<file path="src/rtl/relu_maxpool_if.sv">
// relu_maxpool_if: stream bundle for the ReLU + 2x2 max-pool stage.
// Carries the input sample handshake, the pooled output handshake and the
// end-of-frame pulse. The master modport is the producer/consumer side,
// the slave modport is the pooling block itself.
interface relu_maxpool_if #(
  parameter int DATA_W = 32
);
  logic signed [DATA_W-1:0] in_data;
  logic                     in_valid;
  logic                     in_ready;
  logic        [DATA_W-1:0] out_data;
  logic                     out_valid;
  logic                     out_ready;
  logic                     frame_done;

  modport master (
    output in_data, in_valid, out_ready,
    input  in_ready, out_data, out_valid, frame_done
  );

  modport slave (
    input  in_data, in_valid, out_ready,
    output in_ready, out_data, out_valid, frame_done
  );
endinterface

</file>
<file path="src/rtl/relu_maxpool.sv">
// relu_maxpool: ReLU followed by 2x2 stride-2 max pooling over a raster
// stream of signed Q8.24 convolution sums. One pooled value is emitted per
// window through a single-entry output register with ready/valid handshake.
// Even rows fold horizontal pairs into a half-width row buffer; odd rows
// combine their pair with the buffered value and emit the window maximum.
// Optional feature: define RELU_MAXPOOL_BIAS_EN to add a saturating bias
// adder in front of the ReLU (combinational, latency unchanged).
module relu_maxpool #(
  parameter int DATA_W = 32,
  parameter int MAP_W  = 32,
  parameter int MAP_H  = 32
) (
  input  logic                     clk,
  input  logic                     reset,
`ifdef RELU_MAXPOOL_BIAS_EN
  input  logic signed [DATA_W-1:0] bias,
`endif
  relu_maxpool_if.slave            s
);

  localparam int CW = (MAP_W > 2) ? $clog2(MAP_W) : 1;
  localparam int RW = (MAP_H > 2) ? $clog2(MAP_H) : 1;
  localparam int BD = MAP_W / 2;
  localparam int BW = (BD > 1) ? $clog2(BD) : 1;

  generate
    if ((MAP_W % 2) != 0 || (MAP_H % 2) != 0 || MAP_W < 2 || MAP_H < 2) begin : g_bad_geometry
      $error("relu_maxpool: MAP_W and MAP_H must be even and >= 2");
    end
  endgenerate

`ifdef RELU_MAXPOOL_BIAS_EN
  // Signed add with clamp to the most positive / most negative code.
  function automatic logic signed [DATA_W-1:0] sat_add(input logic signed [DATA_W-1:0] a,
                                                       input logic signed [DATA_W-1:0] b);
    logic [DATA_W:0] sum;
    sum = {a[DATA_W-1], a} + {b[DATA_W-1], b};
    if (sum[DATA_W] != sum[DATA_W-1])
      sat_add = sum[DATA_W] ? {1'b1, {(DATA_W-1){1'b0}}} : {1'b0, {(DATA_W-1){1'b1}}};
    else
      sat_add = sum[DATA_W-1:0];
  endfunction
`endif

  function automatic logic [DATA_W-1:0] relu(input logic signed [DATA_W-1:0] x);
    relu = x[DATA_W-1] ? '0 : x;
  endfunction

  // Operands are post-ReLU, hence non-negative: unsigned compare is exact.
  function automatic logic [DATA_W-1:0] umax(input logic [DATA_W-1:0] a,
                                             input logic [DATA_W-1:0] b);
    umax = (a > b) ? a : b;
  endfunction

  logic [CW-1:0]            r_col;
  logic [RW-1:0]            r_row;
  logic [DATA_W-1:0]        r_hold;
  logic [DATA_W-1:0]        r_rowbuf [BD];
  logic [DATA_W-1:0]        r_data_p1;
  logic                     r_vld_p1;
  logic                     r_done_p1;

  logic signed [DATA_W-1:0] w_s_p0;
  logic [DATA_W-1:0]        w_r_p0;
  logic [DATA_W-1:0]        w_pair_max;
  logic [DATA_W-1:0]        w_win_max;
  logic [BW-1:0]            w_bidx;
  logic                     w_in_ready;
  logic                     w_accept;
  logic                     w_col_last;
  logic                     w_row_last;

  // ---- stage p0: bias, ReLU, pair/window maximum (combinational) ----
`ifdef RELU_MAXPOOL_BIAS_EN
  assign w_s_p0 = sat_add(s.in_data, bias);
`else
  assign w_s_p0 = s.in_data;
`endif
  assign w_r_p0     = relu(w_s_p0);
  assign w_bidx     = BW'(r_col >> 1);
  assign w_pair_max = umax(r_hold, w_r_p0);
  assign w_win_max  = umax(r_rowbuf[w_bidx], w_pair_max);

  assign w_in_ready = !r_vld_p1 || s.out_ready;
  assign w_accept   = s.in_valid && w_in_ready;
  assign w_col_last = (r_col == CW'(MAP_W - 1));
  assign w_row_last = (r_row == RW'(MAP_H - 1));

  // Even rows: store horizontal pair maxima; entries are always written before read.
  always_ff @(posedge clk) begin
    if (!reset && w_accept && !r_row[0] && r_col[0])
      r_rowbuf[w_bidx] <= w_pair_max;
  end

  // ---- stage p1: counters, hold register and output register ----
  always_ff @(posedge clk) begin
    if (reset) begin
      r_col     <= '0;
      r_row     <= '0;
      r_hold    <= '0;
      r_data_p1 <= '0;
      r_vld_p1  <= 1'b0;
      r_done_p1 <= 1'b0;
    end else begin
      r_done_p1 <= 1'b0;
      if (s.out_ready)
        r_vld_p1 <= 1'b0;
      if (w_accept) begin
        if (!r_col[0]) begin
          r_hold <= w_r_p0;
        end else if (r_row[0]) begin
          // Load wins over drain, so out_valid stays high on a coincident handoff.
          r_data_p1 <= w_win_max;
          r_vld_p1  <= 1'b1;
        end
        if (w_col_last) begin
          r_col <= '0;
          if (w_row_last) begin
            r_row     <= '0;
            r_done_p1 <= 1'b1;
          end else begin
            r_row <= r_row + 1'b1;
          end
        end else begin
          r_col <= r_col + 1'b1;
        end
      end
    end
  end

  assign s.in_ready   = w_in_ready;
  assign s.out_data   = r_data_p1;
  assign s.out_valid  = r_vld_p1;
  assign s.frame_done = r_done_p1;

endmodule

</file>
<file path="src/flat_wrapper.sv">
// flat-port wrapper written by rule: the top's interface ports become plain ports
module relu_maxpool_flat 
#(
  parameter int DATA_W = 32,
  parameter int MAP_W  = 32,
  parameter int MAP_H  = 32
)
  (clk, reset, s_in_data, s_in_valid, s_out_ready, s_in_ready, s_out_data, s_out_valid, s_frame_done);
  relu_maxpool_if #(.DATA_W(DATA_W)) s_i ();
  input  logic clk;
  input  logic reset;
  input wire logic [$bits(s_i.in_data)-1:0] s_in_data;
  input wire logic [$bits(s_i.in_valid)-1:0] s_in_valid;
  input wire logic [$bits(s_i.out_ready)-1:0] s_out_ready;
  output wire logic [$bits(s_i.in_ready)-1:0] s_in_ready;
  output wire logic [$bits(s_i.out_data)-1:0] s_out_data;
  output wire logic [$bits(s_i.out_valid)-1:0] s_out_valid;
  output wire logic [$bits(s_i.frame_done)-1:0] s_frame_done;
  assign s_i.in_data = s_in_data;
  assign s_i.in_valid = s_in_valid;
  assign s_i.out_ready = s_out_ready;
  assign s_in_ready = s_i.in_ready;
  assign s_out_data = s_i.out_data;
  assign s_out_valid = s_i.out_valid;
  assign s_frame_done = s_i.frame_done;
  relu_maxpool #(.DATA_W(DATA_W), .MAP_W(MAP_W), .MAP_H(MAP_H)) u_core (.clk(clk), .reset(reset), .s(s_i));
endmodule
</file>
<file path="config.mk">
export PLATFORM = sky130hd
export DESIGN_NAME = relu_maxpool_flat
export DESIGN_NICKNAME = d
export VERILOG_FILES = /design/src/rtl/relu_maxpool_if.sv /design/src/rtl/relu_maxpool.sv /design/src/flat_wrapper.sv
export SDC_FILE = /design/constraint.sdc
export NUM_CORES = 1
export LEC_CHECK = 0
export CAP_MARGIN = 0
export CELL_PAD_IN_SITES_DETAIL_PLACEMENT = 1
export CELL_PAD_IN_SITES_GLOBAL_PLACEMENT = 2
export CORE_AREA = 2 2 290 292
export CTS_CLUSTER_SIZE = 24
export DETAILED_ROUTE_END_ITERATION = 12
export DIE_AREA = 0 0 292 294
export DONT_BUFFER_PORTS = 1
export GPL_ROUTABILITY_DRIVEN = 0
export PLACE_DENSITY_LB_ADDON = 0.1
export SLEW_MARGIN = 20
export SYNTH_ARGS = -nofsm -noshare
export SYNTH_HDL_FRONTEND = slang
export SYNTH_SLANG_ARGS = --single-unit
</file>
<file path="constraint.sdc">
create_clock -name clk -period 6.5 [get_ports clk]
set_clock_uncertainty 0.2 [all_clocks]
set_input_delay 0.65 -clock clk [delete_from_list [all_inputs] [get_ports clk]]
set_output_delay 0.65 -clock clk [all_outputs]
set_load 0.005 [all_outputs]
</file>
---- Word-level counts from Yosys, hierarchy flattened ----
Memory sizes are Yosys's and may differ from the RTL's. A register that Yosys moved wholly into a read port is not among the register bits.
Cells that the tools add are included.
storage, ports and cells
  register bits after elaboration ......... 76
  memory bits (writable) .................. 512
  input port bits ......................... 36
  output and inout bits ................... 35
  word-level logic and storage cells ...... 42
  memories kept ........................... 1
operators by class
  $add $sub $neg .......................... 2
  magnitude comparators ................... 2
  equal/unequal tests ..................... 2
  muxes and demuxes ....................... 14
  bitwise logic cells ..................... 3
  reduce and logical (&&, ||, !) cells .... 12
memory list
  name             words  width  rd ports  clocked after memory_dff  wr ports  RTL line            text
  u_core.r_rowbuf  16     32     1         1                         1         relu_maxpool.sv:58  logic [DATA_W-1:0] r_rowbuf [BD];
operators with widths
  operator               number
  $gt A32 B32 Y1         2
  $mux W32               2
  $mux W31               1
  $add A5 B1 Y5 const B  2
  $eq A5 B5 Y1 const B   2
  $mux W5                2
  $mux W4                2
  $mux W1                7
  $logic_and A1 B1 Y1    4
  $reduce_and A2 Y1      2
  $logic_not A1 Y1       3
  $not A1 Y1             3
  $reduce_and A3 Y1      1
  $reduce_or A3 Y1       1
  $logic_or A1 B1 Y1     1

---- Longest topological paths before layout ----
  word-level depth ........................ 8
  depth in mapped cells ................... 21
  gate-level depth less buffers ........... 18

---- Worst setup path before layout ----
Ideal clock, no wire load.
  path type ............................... input to register
  start point ............................. in s_in_data[31]
  end point ............................... reg u_core.r_data_p1[0], in the netlist u_core.s.out_data[0]
  setup time .............................. 0.122 ns
  arrival ................................. 4.610 ns
  data required time ...................... 6.178 ns
  setup slack ............................. 1.569 ns
  cell stages on the path ................. 19
  path buffers ............................ 3
  path through ............................ clkbuf_1 > nor2b_1 > inv_1 > ha_1 > nand4_1 > or4_1 > o22ai_2 > buf_6 > mux2_4 > inv_1 > ha_1 > and4_1 > and4bb_1 > a221o_1 > a21oi_1 > a21oi_1 > nor2b_1 > clkbuf_1 > a221o_1
on the way
  word-level cells in the longest chain between the ends .. 5
ends and longest elaborated chain
  what                             RTL line             text
  from (decl)                      flat_wrapper.sv:12   input wire logic [$bits(s_i.in_data)-1:0] s_in_data;
  $mux W31 *                       relu_maxpool.sv:46   relu = x[DATA_W-1] ? '0 : x;
  $gt A32 B32 Y1                   relu_maxpool.sv:52   umax = (a > b) ? a : b;
  $mux W32 *                       relu_maxpool.sv:52
  named net u_core.w_pair_max[26]  relu_maxpool.sv:65   logic [DATA_W-1:0] w_pair_max;
  $gt A32 B32 Y1 *                 relu_maxpool.sv:52
  $mux W32 *                       relu_maxpool.sv:52
  to (signal assigned)             relu_maxpool.sv:113  r_data_p1 <= w_win_max;
  to (decl)                        relu_maxpool.sv:59   logic [DATA_W-1:0] r_data_p1;
Mark *: on every way through the listed nets, which the timed path passes. The rest lies on a longest branch.
A chain may end at the register's enable or synchronous reset.

---- Worst setup path after layout ----
  start point ............................. in s_in_data[30]
  end point ............................... reg u_core.r_data_p1[16], in the netlist u_core.s.out_data[16]
on the way
  word-level cells in the longest chain between the ends .. 5
ends and longest elaborated chain
  what                             RTL line
  $mux W31                         relu_maxpool.sv:46
  $gt A32 B32 Y1                   relu_maxpool.sv:52
  $mux W32                         relu_maxpool.sv:52
  named net u_core.w_pair_max[14]  relu_maxpool.sv:65
  $gt A32 B32 Y1                   relu_maxpool.sv:52
  $mux W32                         relu_maxpool.sv:52
The timed path passes the listed nets, and every way through them passes these cells.

==> results.ini <==
[route]
wl_per_cell_um=27.5
ant_nets=0
vias=12300
dr.pass1.iters=5
drtIter0Drc=917
totalWireLength_um=68500
remaining_drc_errors=0
vias_per_cell=4.92

[logic_synthesis]
async_reset_ff_frac=0
synth-compound-area-share=0.0358
ys_top_cells_by_area=edfxtp_1 (62%), mux4_2 (15%), dfxtp_1 (6.5%)
yosysMostFrequentCell=edfxtp_1
synth_xor_area_frac=0
synth-simple-area-share=0.0481
synth_cells=1310
synthTopCellsByCount=edfxtp_1 (496), mux4_2 (155), nand2_1 (84)
synth_seq_cells=574
yosysWarnings=0
syn_avg_cell_area_sq_um=18.2
synth_fp_nets=1412
synth_flop_cell=edfxtp_1
synth_top_area_frac=0.624
syn-cell-area_sq_um=23900
synth_mux_area_frac=0.166
synthDistinctLibCells=47
seq_area_frac_synth=0.689
synth_area_leader_cell=edfxtp_1
synthAdderAreaFrac=0.0346
synth_top_family_by_area=multiplexers
synth_edf_count=496

[critical_path]
r2r-start=u_core.r_hold[30]$_SDFFE_PP0P_
cp-start-kind=input pin
endpoint=u_core.s.out_data[16]$_SDFFE_PP0P_
end_kind=register
startpoint=s_in_data[30]
rr_endpoint=u_core.s.out_data[16]$_SDFFE_PP0P_
critPathKind=in -> reg
crit_fanout=25
cp.arrival_ns=5.97
r2r_cells=17
reg2reg_slack_ns=0.91
worstPathRequired_ns=6.78

[worst_hold_path]
hp-class=in -> reg

[cts]
path_clk_slew_ns=0.06
cts_made_buffers=67
htree_levels=3
cts_tree=done
postCtsHoldBufs=1
post_cts_buffers=0
clock-sinks=574
clock_latency_ns=0.59
cts_resized=0
cts_buffer_depth=3
clock-root-buffer=clkbuf_16

[sta]
post-route-min-period_ns=5.70
slew-limit-headroom=0.296
finalSetupViolations=0
rsz0062_at_grt=false
finalSetupTns_ns=0
max_freq_mhz=176
setup_slack_ns=0.805
worst_pin_slew_ns=1.05
hold_viol=0
period_share=0.876
drv_slew=0

[status]
outcome=complete, no violations

[placed_design]
placed_area_sq_um=25500
dp_worst_setup_slack_ns=0.0951
port_buffers=0
post-dp-hpwl_um=41200
dpl.cell_count=2371

[finish]
nFillCells=8241
fin_area_sq_um=27600
final_util=0.333
area_growth_syn_to_layout_pct=15.5
layout.nets=1463
stdcell_count=2492
drive_gt1_frac=0.244
num_antenna_cells=0

[grt]
grt_pass1_wl_um=98900
first_global_vias=13200
antenna_found_initial=2
grt_use_total=0.162
grt_max_degree=63
grt-ovfl-total=0

[power]
powerDensity_nw_per_um2=298
clkPwrFrac=0.448
power_report.internal_total_uw=6430
p_sw_frac=0.218
p_switching_uw=1790
seqPwrFrac=0.494
peakVddDrop_v=0.000141
p_comb_frac=0.058
cellLeakagePower_uw=0.00891

[floorplanning]
initial_core_util=0.288
die_w_um=292
core_sq_um=82900
row_count=106
top_level_ports=71
die_area_sq_um=85800
fp.dieH_um=294

[job]
maxCapViolations=0

[power by group through the flow]
stage	registers [uW]	clock network, uW	logic (uW)
after floorplan	4130	0	337
after global placement	4140	0	479
after detailed placement	4140	0	486
after CTS	4060	3800	493
after global routing	4060	3930	534
final	4060	3690	480
[worst max-delay path: stages]
cell       delay (ns)
nor2b_1          0.29
inv_1            0.08
ha_1             0.31
nand3_1          0.16
nor4_2           0.34
nand2_1          0.23
a31oi_1          0.30
o22ai_4          0.12
buf_12           0.21
mux2_4           0.39
inv_1            0.08
ha_1             0.32
nand4_1          0.24
a2111oi_0        0.90
o31ai_1          0.14
a21oi_1          0.30
nor2_4           0.25
buf_4            0.25
a221o_1          0.35
[registers in the layout (all words and copies together), names as in the netlist, named ones only]
| name | count |
|---|---|
| u_core.r_hold | 31 |
| u_core.r_col | 5 |
| u_core.s.out_data | 31 |
| u_core.s.frame_done | 1 |
| u_core.r_rowbuf | 496 |
| u_core.s.out_valid | 1 |
| u_core.r_row | 5 |
[area by class of cell]
| type | instances | area (sq um) | area share |
|---|---|---|---|
| flip-flops and latches | 574 | 16500 | 0.597 |
| repair buffers | 48 | 460 | 0.0167 |
| multi-input cells | 607 | 6960 | 0.252 |
| well taps | 1080 | 1350 | 0.0490 |
| clock buffers | 103 | 1970 | 0.0714 |
| clock inverters | 17 | 148 | 0.00535 |
| inverters | 63 | 236 | 0.00857 |
[stage by stage]
stage	total power, uW	hold WS (ns)
after floorplan	4470	0.249
after detailed placement	4630	0.262
after global placement	4620	0.256
final	8230	0.0585
after CTS	8350	0.0160
after global routing	8530	0.0495
[cells in the final DEF, fill, tap and decap left out, drive strengths merged, types with 33 or more instances in the layout]
cell type and instances:
a21oi 67, a221o 34, and2 33, buf 48, clkbuf 103, dfxtp 78, edfxtp 496, ha 66
inv 63, mux4 155, nand2 84, nor2b 34
[worst min path at each step]
stage	to	slack, ns	depth (start not counted)	from
finish	u_core.s.out_valid$_SDFF_PP0_	0.06	2	s_in_valid
global route	u_core.s.out_valid$_SDFF_PP0_	0.05	2	s_in_valid
CTS	u_core.s.out_valid$_SDFF_PP0_	0.02	2	s_in_valid
detailed placement	u_core.r_hold[18]$_SDFFE_PP0P_	0.26	2	u_core.r_hold[18]$_SDFFE_PP0P_
global placement	u_core.r_hold[0]$_SDFFE_PP0P_	0.26	2	u_core.r_hold[0]$_SDFFE_PP0P_
floorplan	u_core.r_hold[0]$_SDFFE_PP0P_	0.25	2	u_core.r_hold[0]$_SDFFE_PP0P_
[layer usage]
metal | track usage | up-vias | wire length, um
li1 | - | 5334 | -
met1 | 0.227 | 6620 | 32200
met2 | 0.261 | 231 | 32400
met3 | 0.0260 | 86 | 2680
met4 | 0.0451 | 0 | 1310
met5 | 0 | - | 0
[logic make-up (layout without fill, tap and decap cells)]
family | after synthesis | count (layout)
AOI/OAI and AO/OA | 128 | 128
adders and majority gates | 66 | 66
and+or+nand+nor | 224 | 224
DFF | 574 | 574
other | 1 | 1
muxes | 188 | 188
buffers and inverters | 129 | 231
Note: power is estimated with default switching activity, not from simulation.
